===== src/rtl/munoc_master_req_packetizer_pkg.sv =====
// Shared definitions for the MUNoC master request packetizer.
// Covers FSM encoding, request-type and grant encodings, header field layout and flit sizing.
package munoc_master_req_packetizer_pkg;

  localparam logic [1:0] ST_IDLE  = 2'd0;
  localparam logic [1:0] ST_RHEAD = 2'd1;
  localparam logic [1:0] ST_WHEAD = 2'd2;
  localparam logic [1:0] ST_WDATA = 2'd3;

  localparam logic IS_WRITE = 1'b1;
  localparam logic IS_READ  = 1'b0;

  localparam logic GRANT_AR = 1'b0;
  localparam logic GRANT_AW = 1'b1;

  localparam int LEN_W   = 8;
  localparam int SIZE_W  = 3;
  localparam int BURST_W = 2;

  // Header layout, LSB first: addr, burst, size, len, tid, dst, src, is_write
  function automatic int off_burst(input int bw_addr);
    return bw_addr;
  endfunction

  function automatic int off_size(input int bw_addr);
    return off_burst(bw_addr) + BURST_W;
  endfunction

  function automatic int off_len(input int bw_addr);
    return off_size(bw_addr) + SIZE_W;
  endfunction

  function automatic int off_tid(input int bw_addr);
    return off_len(bw_addr) + LEN_W;
  endfunction

  function automatic int off_dst(input int bw_addr, input int bw_tid);
    return off_tid(bw_addr) + bw_tid;
  endfunction

  function automatic int off_src(input int bw_addr, input int bw_tid, input int bw_node_id);
    return off_dst(bw_addr, bw_tid) + bw_node_id;
  endfunction

  function automatic int off_write(input int bw_addr, input int bw_tid, input int bw_node_id);
    return off_src(bw_addr, bw_tid, bw_node_id) + bw_node_id;
  endfunction

  function automatic int hdr_width(input int bw_addr, input int bw_tid, input int bw_node_id);
    return off_write(bw_addr, bw_tid, bw_node_id) + 1;
  endfunction

  function automatic int data_width(input int bw_data);
    return bw_data + bw_data / 8;
  endfunction

  function automatic int bw_flit(input int bw_addr, input int bw_data, input int bw_tid,
                                 input int bw_node_id);
    int h;
    int d;
    h = hdr_width(bw_addr, bw_tid, bw_node_id);
    d = data_width(bw_data);
    return (h > d) ? h : d;
  endfunction

endpackage


===== src/rtl/munoc_rr_arbiter2.sv =====
// Two-way round-robin arbiter between the AW and AR channels.
// When both request, the channel that did not win last time is granted.
module munoc_rr_arbiter2
  import munoc_master_req_packetizer_pkg::*;
(
  input  logic clk,
  input  logic rst,
  input  logic req_aw,
  input  logic req_ar,
  input  logic advance,
  output logic grant_aw,
  output logic grant_ar
);

  logic last_grant_r;

  // Grant selection from current requests and the last winner
  always_comb begin
    if (req_aw && req_ar) begin
      grant_aw = (last_grant_r == GRANT_AR);
      grant_ar = (last_grant_r == GRANT_AW);
    end else begin
      grant_aw = req_aw;
      grant_ar = req_ar;
    end
  end

  // Remember the winner of each taken grant
  always_ff @(posedge clk or posedge rst) begin
    if (rst) begin
      last_grant_r <= GRANT_AR;
    end else if (advance) begin
      last_grant_r <= grant_aw ? GRANT_AW : GRANT_AR;
    end else begin
      last_grant_r <= last_grant_r;
    end
  end

endmodule


===== src/rtl/munoc_master_req_packetizer.sv =====
// Converts AXI AW/W/AR requests from one master into NoC request packets.
// Each packet is a header flit, followed for writes by awlen+1 data flits.
module munoc_master_req_packetizer
  import munoc_master_req_packetizer_pkg::*;
#(
  parameter int BW_ADDR        = 32,
  parameter int BW_DATA        = 32,
  parameter int BW_TID         = 4,
  parameter int BW_NODE_ID     = 4,
  parameter int MY_NODE_ID     = 0,
  parameter int ERROR_SLAVE_ID = 0,
  localparam int BW_FLIT       = bw_flit(BW_ADDR, BW_DATA, BW_TID, BW_NODE_ID)
) (
  input  logic                    clk,
  input  logic                    rst,
  input  logic [BW_TID-1:0]       awid,
  input  logic [BW_ADDR-1:0]      awaddr,
  input  logic [7:0]              awlen,
  input  logic [2:0]              awsize,
  input  logic [1:0]              awburst,
  input  logic                    awvalid,
  output logic                    awready,
  input  logic [BW_DATA-1:0]      wdata,
  input  logic [BW_DATA/8-1:0]    wstrb,
  input  logic                    wlast,
  input  logic                    wvalid,
  output logic                    wready,
  input  logic [BW_TID-1:0]       arid,
  input  logic [BW_ADDR-1:0]      araddr,
  input  logic [7:0]              arlen,
  input  logic [2:0]              arsize,
  input  logic [1:0]              arburst,
  input  logic                    arvalid,
  output logic                    arready,
  output logic [BW_ADDR-1:0]      dec_addr,
  input  logic                    dec_hit,
  input  logic [BW_NODE_ID-1:0]   dec_node_id,
  output logic [BW_FLIT-1:0]      fwd_flit,
  output logic                    fwd_last,
  output logic                    fwd_valid,
  input  logic                    fwd_ready,
  output logic                    routing_error,
  output logic                    wlast_error
);

  localparam int DATA_W    = data_width(BW_DATA);
  localparam int OFF_BURST = off_burst(BW_ADDR);
  localparam int OFF_SIZE  = off_size(BW_ADDR);
  localparam int OFF_LEN   = off_len(BW_ADDR);
  localparam int OFF_TID   = off_tid(BW_ADDR);
  localparam int OFF_DST   = off_dst(BW_ADDR, BW_TID);
  localparam int OFF_SRC   = off_src(BW_ADDR, BW_TID, BW_NODE_ID);
  localparam int OFF_WRITE = off_write(BW_ADDR, BW_TID, BW_NODE_ID);

  logic [1:0]         state_r;
  logic [1:0]         state_next_s;
  logic [7:0]         cnt_r;
  logic [7:0]         cnt_next_s;
  logic [BW_FLIT-1:0] hdr_r;
  logic [BW_FLIT-1:0] hdr_next_s;
  logic [BW_FLIT-1:0] data_flit_s;
  logic               routing_error_r;
  logic               wlast_error_r;
  logic               grant_aw_s;
  logic               grant_ar_s;
  logic               idle_s;
  logic               take_s;
  logic               w_hs_s;
  logic               last_beat_s;

  // Only an idle, out-of-reset packetizer may accept a new request
  assign idle_s      = (state_r == ST_IDLE) && !rst;
  assign take_s      = idle_s && (grant_aw_s || grant_ar_s);
  assign awready     = take_s && grant_aw_s;
  assign arready     = take_s && grant_ar_s;
  assign last_beat_s = (cnt_r == 8'd0);
  assign w_hs_s      = (state_r == ST_WDATA) && wvalid && fwd_ready;

  assign routing_error = routing_error_r;
  assign wlast_error   = wlast_error_r;

  munoc_rr_arbiter2 u_arb (
    .clk      (clk),
    .rst      (rst),
    .req_aw   (awvalid),
    .req_ar   (arvalid),
    .advance  (take_s),
    .grant_aw (grant_aw_s),
    .grant_ar (grant_ar_s)
  );

  // Address presented to the external decoder
  always_comb begin
    if (idle_s && grant_aw_s) begin
      dec_addr = awaddr;
    end else if (idle_s && grant_ar_s) begin
      dec_addr = araddr;
    end else begin
      dec_addr = {BW_ADDR{1'b0}};
    end
  end

  // Header flit assembled from the granted channel and decoder result
  always_comb begin
    hdr_next_s = {BW_FLIT{1'b0}};
    hdr_next_s[OFF_WRITE]              = grant_aw_s ? IS_WRITE : IS_READ;
    hdr_next_s[OFF_SRC +: BW_NODE_ID]  = BW_NODE_ID'(MY_NODE_ID);
    hdr_next_s[OFF_DST +: BW_NODE_ID]  = dec_hit ? dec_node_id : BW_NODE_ID'(ERROR_SLAVE_ID);
    hdr_next_s[OFF_TID +: BW_TID]      = grant_aw_s ? awid : arid;
    hdr_next_s[OFF_LEN +: LEN_W]       = grant_aw_s ? awlen : arlen;
    hdr_next_s[OFF_SIZE +: SIZE_W]     = grant_aw_s ? awsize : arsize;
    hdr_next_s[OFF_BURST +: BURST_W]   = grant_aw_s ? awburst : arburst;
    hdr_next_s[BW_ADDR-1:0]            = grant_aw_s ? awaddr : araddr;
  end

  // Data flit: write strobes above write data, zero-extended
  always_comb begin
    data_flit_s = {BW_FLIT{1'b0}};
    data_flit_s[DATA_W-1:0] = {wstrb, wdata};
  end

  // Packet framing: next state and beat counter
  always_comb begin
    state_next_s = state_r;
    cnt_next_s   = cnt_r;
    case (state_r)
      ST_IDLE: begin
        if (take_s) begin
          state_next_s = grant_aw_s ? ST_WHEAD : ST_RHEAD;
        end else begin
          state_next_s = ST_IDLE;
        end
      end
      ST_RHEAD: begin
        if (fwd_ready) begin
          state_next_s = ST_IDLE;
        end else begin
          state_next_s = ST_RHEAD;
        end
      end
      ST_WHEAD: begin
        if (fwd_ready) begin
          state_next_s = ST_WDATA;
          cnt_next_s   = hdr_r[OFF_LEN +: LEN_W];
        end else begin
          state_next_s = ST_WHEAD;
        end
      end
      ST_WDATA: begin
        if (w_hs_s && last_beat_s) begin
          state_next_s = ST_IDLE;
        end else if (w_hs_s) begin
          cnt_next_s = cnt_r - 8'd1;
        end else begin
          cnt_next_s = cnt_r;
        end
      end
      default: begin
        state_next_s = ST_IDLE;
        cnt_next_s   = 8'd0;
      end
    endcase
  end

  // State, counter, header and sticky error registers
  always_ff @(posedge clk or posedge rst) begin
    if (rst) begin
      state_r         <= ST_IDLE;
      cnt_r           <= 8'd0;
      hdr_r           <= {BW_FLIT{1'b0}};
      routing_error_r <= 1'b0;
      wlast_error_r   <= 1'b0;
    end else begin
      state_r <= state_next_s;
      cnt_r   <= cnt_next_s;
      if (take_s) begin
        hdr_r <= hdr_next_s;
      end else begin
        hdr_r <= hdr_r;
      end
      if (take_s && !dec_hit) begin
        routing_error_r <= 1'b1;
      end else begin
        routing_error_r <= routing_error_r;
      end
      // wlast only flags a framing disagreement; it never ends the burst
      if (w_hs_s && (wlast != last_beat_s)) begin
        wlast_error_r <= 1'b1;
      end else begin
        wlast_error_r <= wlast_error_r;
      end
    end
  end

  // Link outputs driven from the current state
  always_comb begin
    fwd_valid = 1'b0;
    fwd_last  = 1'b0;
    fwd_flit  = {BW_FLIT{1'b0}};
    wready    = 1'b0;
    case (state_r)
      ST_RHEAD: begin
        fwd_valid = 1'b1;
        fwd_last  = 1'b1;
        fwd_flit  = hdr_r;
      end
      ST_WHEAD: begin
        fwd_valid = 1'b1;
        fwd_flit  = hdr_r;
      end
      ST_WDATA: begin
        fwd_valid = wvalid;
        wready    = fwd_ready;
        fwd_flit  = data_flit_s;
        fwd_last  = last_beat_s;
      end
      default: begin
        fwd_valid = 1'b0;
      end
    endcase
  end

endmodule


===== config.mk =====
export PLATFORM = sky130hd
export DESIGN_NAME = munoc_master_req_packetizer
export DESIGN_NICKNAME = d
export VERILOG_FILES = /design/src/rtl/munoc_master_req_packetizer_pkg.sv /design/src/rtl/munoc_rr_arbiter2.sv /design/src/rtl/munoc_master_req_packetizer.sv
export SDC_FILE = /design/constraint.sdc
export NUM_CORES = 1
export LEC_CHECK = 0
export CORE_MARGIN = 1.5
export CORE_UTILIZATION = 34
export DETAILED_ROUTE_END_ITERATION = 10
export GPL_ROUTABILITY_DRIVEN = 0
export HOLD_SLACK_MARGIN = 0.06
export PLACE_DENSITY = 0.78
export SLEW_MARGIN = 20
export SYNTH_ARGS = -nofsm -noshare
export SYNTH_HDL_FRONTEND = slang
export SYNTH_HIERARCHICAL = 1
export SYNTH_SLANG_ARGS = --single-unit

===== constraint.sdc =====
create_clock -name clk -period 2.7 [get_ports clk]
set_input_delay 0.27 -clock clk [delete_from_list [all_inputs] [get_ports clk]]
set_output_delay 0.27 -clock clk [all_outputs]
set_load 0.01 [all_outputs]

* After elaboration in Yosys (flattened, before gate mapping) *
Index checks and enable logic that the tools add are counted.

operators by class
  bitwise operators = 1
  multiplexer cells = 25
  reduce and logical (&&, ||, !) cells = 20
  divide/modulo/power cells = 0
  magnitude comparators = 0
  shift-type cells = 0
  $mul = 0
  add/sub/neg operators = 1
  eq/ne operators = 8

operator list
  kind                 count
  $pmux 58 s2          1
  $mux 32              3
  $mux 8               4
  $pmux 8 s2           1
  $logic_and 1x1->1    12
  $logic_not 8->1      1
  $mux 2               4
  $mux 4               2
  $pmux 2 s4           1
  $sub 8x1->8 const B  1
  $mux 1               6
  $ne 2x2->1 const B   3
  $eq 2x2->1 const B   2
  $pmux 1 s2           2
  $reduce_and 4->1     1
  $mux 3               1
  $eq 2x1->1 const B   1
  $logic_not 1->1      2
  $logic_not 2->1      1
  $ne 2x1->1 const B   1
  $reduce_bool 2->1    1
  $reduce_or 2->1      1
  $logic_or 1x1->1     1
  $ne 1x1->1           1
  $not 1->1            1

word-level totals
  bits in latches = 0
  memory bits (read-only) = 0
  register bits = 67
  output and inout port bits = 97
  input bits = 146
  memory bits (writable) = 0
  memories kept = 0

* Logic depth before layout (Yosys ltp) *
  depth after elaboration = 6
  mapped depth = 8
  mapped depth without buffers = 6

* Modules after synthesis *
The synthesis kept the hierarchy.

modules (own cells, without submodules)
  module                       area each (um^2)  times used  cells an instance
  munoc_master_req_packetizer  3,827.4           1           408
  munoc_rr_arbiter2            66.3              1           6

* Worst setup path before layout *
No wires, ideal clock.

  kind = input to output
  start point = input port rst
  end point = output port dec_addr[13]
  path buffers = 1
  arrival time = 2,590 ps
  stages on the path = 4
  setup slack = -160 ps
  cells stage by stage = inv_1 > nand2_1 > clkbuf_1 > nor2_1

between the ends
  longest elaborated chain between the ends = 5
  elaborated cells between the ends (all ways) = 6

RTL lines
  what                           line                               text
  start, declared                munoc_master_req_packetizer.sv:15  input logic rst,
  $logic_not 1->1 (no line) (*)  --
  $logic_and 1x1->1 (*)          munoc_master_req_packetizer.sv:72  assign idle_s = (state_r == ST_IDLE) && !rst;
  $logic_and 1x1->1              munoc_master_req_packetizer.sv:96  end else if (idle_s && grant_ar_s) begin
  $mux 32                        munoc_master_req_packetizer.sv:96
  $mux 32 (*)                    munoc_master_req_packetizer.sv:94  if (idle_s && grant_aw_s) begin
  end, declared                  munoc_master_req_packetizer.sv:35  output logic [BW_ADDR-1:0] dec_addr,

Every way passes the cells marked *; elsewhere a longest branch is shown, timed or not.

* Final worst setup path *
  start point = input port arvalid
  end point = output port dec_addr[10]

between the ends
  longest elaborated chain between the ends = 5
  elaborated cells between the ends (all ways) = 7

RTL lines
  what                   line                               text
  start, declared        munoc_master_req_packetizer.sv:33  input logic arvalid,
  $logic_and 1x1->1      munoc_rr_arbiter2.sv:19            if (req_aw && req_ar) begin
  $mux 1 (*)             munoc_rr_arbiter2.sv:19
  named net grant_ar_s   munoc_master_req_packetizer.sv:65  logic grant_ar_s;
  $logic_and 1x1->1 (*)  munoc_master_req_packetizer.sv:96
  $mux 32 (*)            munoc_master_req_packetizer.sv:96
  $mux 32 (*)            munoc_master_req_packetizer.sv:94

The timed path passes the listed nets; every way through them passes the cells marked *.

==> results.yml <==
critical_path:
  crit_path_start: "arvalid"
  cp_top_family: "buffers and inverters"
  worstPathRequired_ns: 2.43
  most_common_cell_on_crit_path: "sky130_fd_sc_hd__clkdlybuf4s50_1"
  timing.critical_path.from_type: "primary input"
  worst-setup-path-type: "primary input to primary output"
  timing.critical_path.fanout_max: 34
  worst-path-buf-inv: 3
  worst_path_max_delay_cell: "sky130_fd_sc_hd__clkdlybuf4s50_1"
  path_depth_of_the_worst_reg2reg_path: 6
  cp_slowest_stage_delay_ns: 0.60
  critPathArrivalTime_ns: 2.30
  crit-reg2reg-launch: "cnt_r[0]"
  worstSetupPathDepth: 7
  critical_path.cell_chain: "clkdlybuf4s50_1 > a21boi_0 > nor2b_4 > buf_12 > a22oi_1 > nor2_1 > clkdlybuf4s50_1"
  worst_setup_path_end_kind: "primary output"
power_and_ir_drop:
  power.density_cell_area_nw_per_um2: 779
  power_frac_seq: 0.348
  clock_network_fraction_of_total_power: 0.238
  power.ir.vdd_worst_uv: 359
  reported_net_switching_power_mw: 1.87
  switching_share: 0.349
  power.share.combinational: 0.414
  static_power_due_to_leakage_nw: 3.06
  power_report.internal_total_mw: 3.48
sta:
  final-hold-violation-count: 0
  clock_skew_ns: 0.0111
  final.hold.worst_slack_ns: 0.240
  fin_setup_tns_ns: 0
  slew_violations: 0
  maxClockFrequency_ghz: 0.389
  unrepaired_setup_endpoints_after_global_routing: "no"
  finalCriticalPeriod_ns: 2.57
  fin_crit_sh: 0.953
  max_slew_margin: 0.418
  worstMarginPinSlew_ns: 0.874
  setup_viol: 0
detailed_routing:
  ant_nets: 0
  totalWireLength_mm: 14.7
  wirelength_met1_mm: 5.66
  drc: 0
  met3_wirelength_mm: 1.06
  dr.pass1.iters: 4
  top_layer: "met4"
  viasPerCell: 5.35
  drt-wirelength-per-cell_um: 18.4
  dr_total_vias: 4261
  met2_wirelength_mm: 7.62
  drt_iter0_markers: 221
worst_hold_path:
  min-delay-path-class: "primary input to asynchronous set/reset pin"
finish:
  antenna-diode-count: 0
  share_of_final_layout_standard_cells_stronger_than_drive_strength_1: 0.0852
  flow.area_growth_from_synthesis_pct: 76.4
  num-nets-final: 804
clock_tree:
  clk-insertion-delay-late_ns: 0.33
  clkSinkCount: 67
  cts_root_buf: "sky130_fd_sc_hd__clkbuf_16"
  clkSlewWorstSetupHoldPaths_ns: 0.06
  tritoncts: "yes"
  cts.path.max_buffers: 2
  h-tree-depth: 3
  cts_buffers: 9
  ctsHoldBuffers: 0
yosys:
  synthTopCellsByArea: "sky130_fd_sc_hd__dfrtp_1 (43%), sky130_fd_sc_hd__a22oi_1 (8.7%), sky130_fd_sc_hd__a22o_1 (8.3%)"
  yosys_most_used_dff: "sky130_fd_sc_hd__dfrtp_1"
  synth_most_common_cell: "sky130_fd_sc_hd__dfrtp_1"
  synth-seq-cells: 67
  yosys_warnings: 6
  synth_largest_area_cell: "sky130_fd_sc_hd__dfrtp_1"
  synth_cell_type_count: 45
  synth.top_cell.area_share: 0.431
  async_reset_ff_frac: 1.00
  synth_edf_count: 0
  synth.top_cells.by_count: "sky130_fd_sc_hd__dfrtp_1 (67), sky130_fd_sc_hd__a22oi_1 (45), sky130_fd_sc_hd__a22o_1 (37)"
  avgSynthCellArea_um2: 9.41
  area_of_the_mapped_netlist_um2: 3890
  post_synth_inst_count: 414
  ys_seq_area_frac: 0.431
placement:
  placement.io_buffers: 238
  dp_hpwl_mm: 11.2
flow_run:
  max_cap_viol_count: 0
grt:
  number_of_antenna_violations_at_the_first_check_in_global_routing: 0
  grt-ovfl-total: 0
  grt_util_all_layers: 0.241
  grt_start_max_net_pins: 67
  grt_pass1_wl_mm: 22.1
  grt_pass1_vias: 4379
die:
  die_span_x_um: 110
  io-pin-count: 243
  initial_utilization: 0.355
  floorplan.core_area_um2: 11000
  die_h_um: 110
  die_area_um2: 12100
  placement_rows: 38
outcome:
  run_status: "complete, no violations"
-- power groups by stage --
| stage | registers (mW) | logic (mW) | clock network [mW] |
|---|---|---|---|
| finish | 1.86 | 2.22 | 1.28 |
| floorplan | 1.75 | 1.24 | 0 |
| global route | 1.92 | 2.43 | 1.34 |
| CTS | 1.86 | 2.22 | 1.29 |
| global placement | 1.85 | 2.15 | 0 |
| detailed placement | 1.88 | 2.21 | 0 |
-- cell usage in the layout (no fill, tap or decap), types with 3 or more instances in the layout --
| master | count |
|---|---|
| sky130_fd_sc_hd__a211oi_1 | 3 |
| sky130_fd_sc_hd__conb_1 | 4 |
| sky130_fd_sc_hd__and2_1 | 20 |
| sky130_fd_sc_hd__o21ai_0 | 22 |
| sky130_fd_sc_hd__nor3_1 | 7 |
| sky130_fd_sc_hd__inv_1 | 11 |
| sky130_fd_sc_hd__a21o_1 | 35 |
| sky130_fd_sc_hd__a22o_1 | 37 |
| sky130_fd_sc_hd__buf_4 | 20 |
| sky130_fd_sc_hd__nor2b_4 | 3 |
| sky130_fd_sc_hd__nand3_1 | 4 |
| sky130_fd_sc_hd__a21oi_1 | 4 |
| sky130_fd_sc_hd__dfrtp_1 | 66 |
| sky130_fd_sc_hd__nand2_1 | 31 |
| sky130_fd_sc_hd__a22oi_1 | 45 |
| sky130_fd_sc_hd__clkbuf_16 | 9 |
| sky130_fd_sc_hd__nor2_1 | 34 |
| sky130_fd_sc_hd__mux2i_1 | 10 |
| sky130_fd_sc_hd__clkdlybuf4s50_1 | 236 |
| sky130_fd_sc_hd__ha_1 | 6 |
-- registers in the layout, indices dropped and copies added (netlist names) --
register            count
cnt_r                   8
hdr_r                  54
routing_error           1
state_r                 2
u_arb/last_grant_r      1
wlast_error             1
-- per-layer routing --
metal,vias up,track usage
met5,-,0
met4,0,0.0835
met3,28,0.0752
met2,165,0.421
met1,2082,0.279
li1,1986,-
-- worst reg2reg max path, delay by kind of cell (launching register included) --
kind / cells / cell delay (ns)
buffers and inverters: 1 / 0.08
flip-flops: 1 / 0.43
adder cells (fa/ha/maj): 1 / 0.19
multiplexers: 1 / 0.37
AND/OR/NAND/NOR: 2 / 0.62
AO/OA/AOI/OAI: 1 / 0.28
-- what timing repair did --
action	in CTS	in global routing
gates cloned	0	0
pin swaps	0	0
setup endpoints to repair	2	20
buffers inserted	2	0
gates resized for setup	0	7
endpoints found under the hold margin	0	0
-- cells by family (layout without fill, tap and decap cells) --
kind of cell | count (synthesis) | after routing | share of synthesized area
other cells | 1 | 4 | 0.000963
fa+ha+maj | 6 | 6 | 0.0193
flops | 67 | 67 | 0.431
simple gates | 115 | 115 | 0.142
buf+inv | 50 | 290 | 0.0582
compound gates | 160 | 160 | 0.309
xor+xnor | 2 | 2 | 0.00450
mux | 13 | 13 | 0.0353
-- final timing paths --
check,end,slack [ns]
max,dec_addr[10],0.13
min,u_arb/last_grant_r,0.24
max reg2reg,state_r[0],0.61
min reg2reg,wlast_error,0.45
max in group asynchronous,hdr_r[0],1.41
min in group clk,wlast_error,0.45
-- through the flow --
| stage | power (mW) | worst slack, ns | area [um^2] | utilization | instances |
|---|---|---|---|---|---|
| floorplan | 2.99 | 0.326 | 3910 | - | 417 |
| global placement | 4.00 | 0.123 | 6520 | 0.593 | 779 |
| detailed placement | 4.09 | 0.0939 | 6520 | 0.593 | 779 |
| CTS | 5.37 | 0.0434 | 6850 | 0.624 | 797 |
| global route | 5.69 | 0.00556 | 6870 | 0.625 | 797 |
| finish | 5.35 | 0.128 | 6870 | 0.625 | 797 |
-- layout make-up --
| class | count | area (um^2) |
|---|---|---|
| inverters | 12 | 48.8 |
| clock buffers | 10 | 229 |
| multi-input cells | 300 | 2050 |
| well taps | 140 | 175 |
| repair buffers | 262 | 2600 |
| flip-flops and latches | 67 | 1680 |
| clock inverters | 6 | 90.1 |
| fillers | 898 | 4110 |
(Power assumes the default switching activity.)
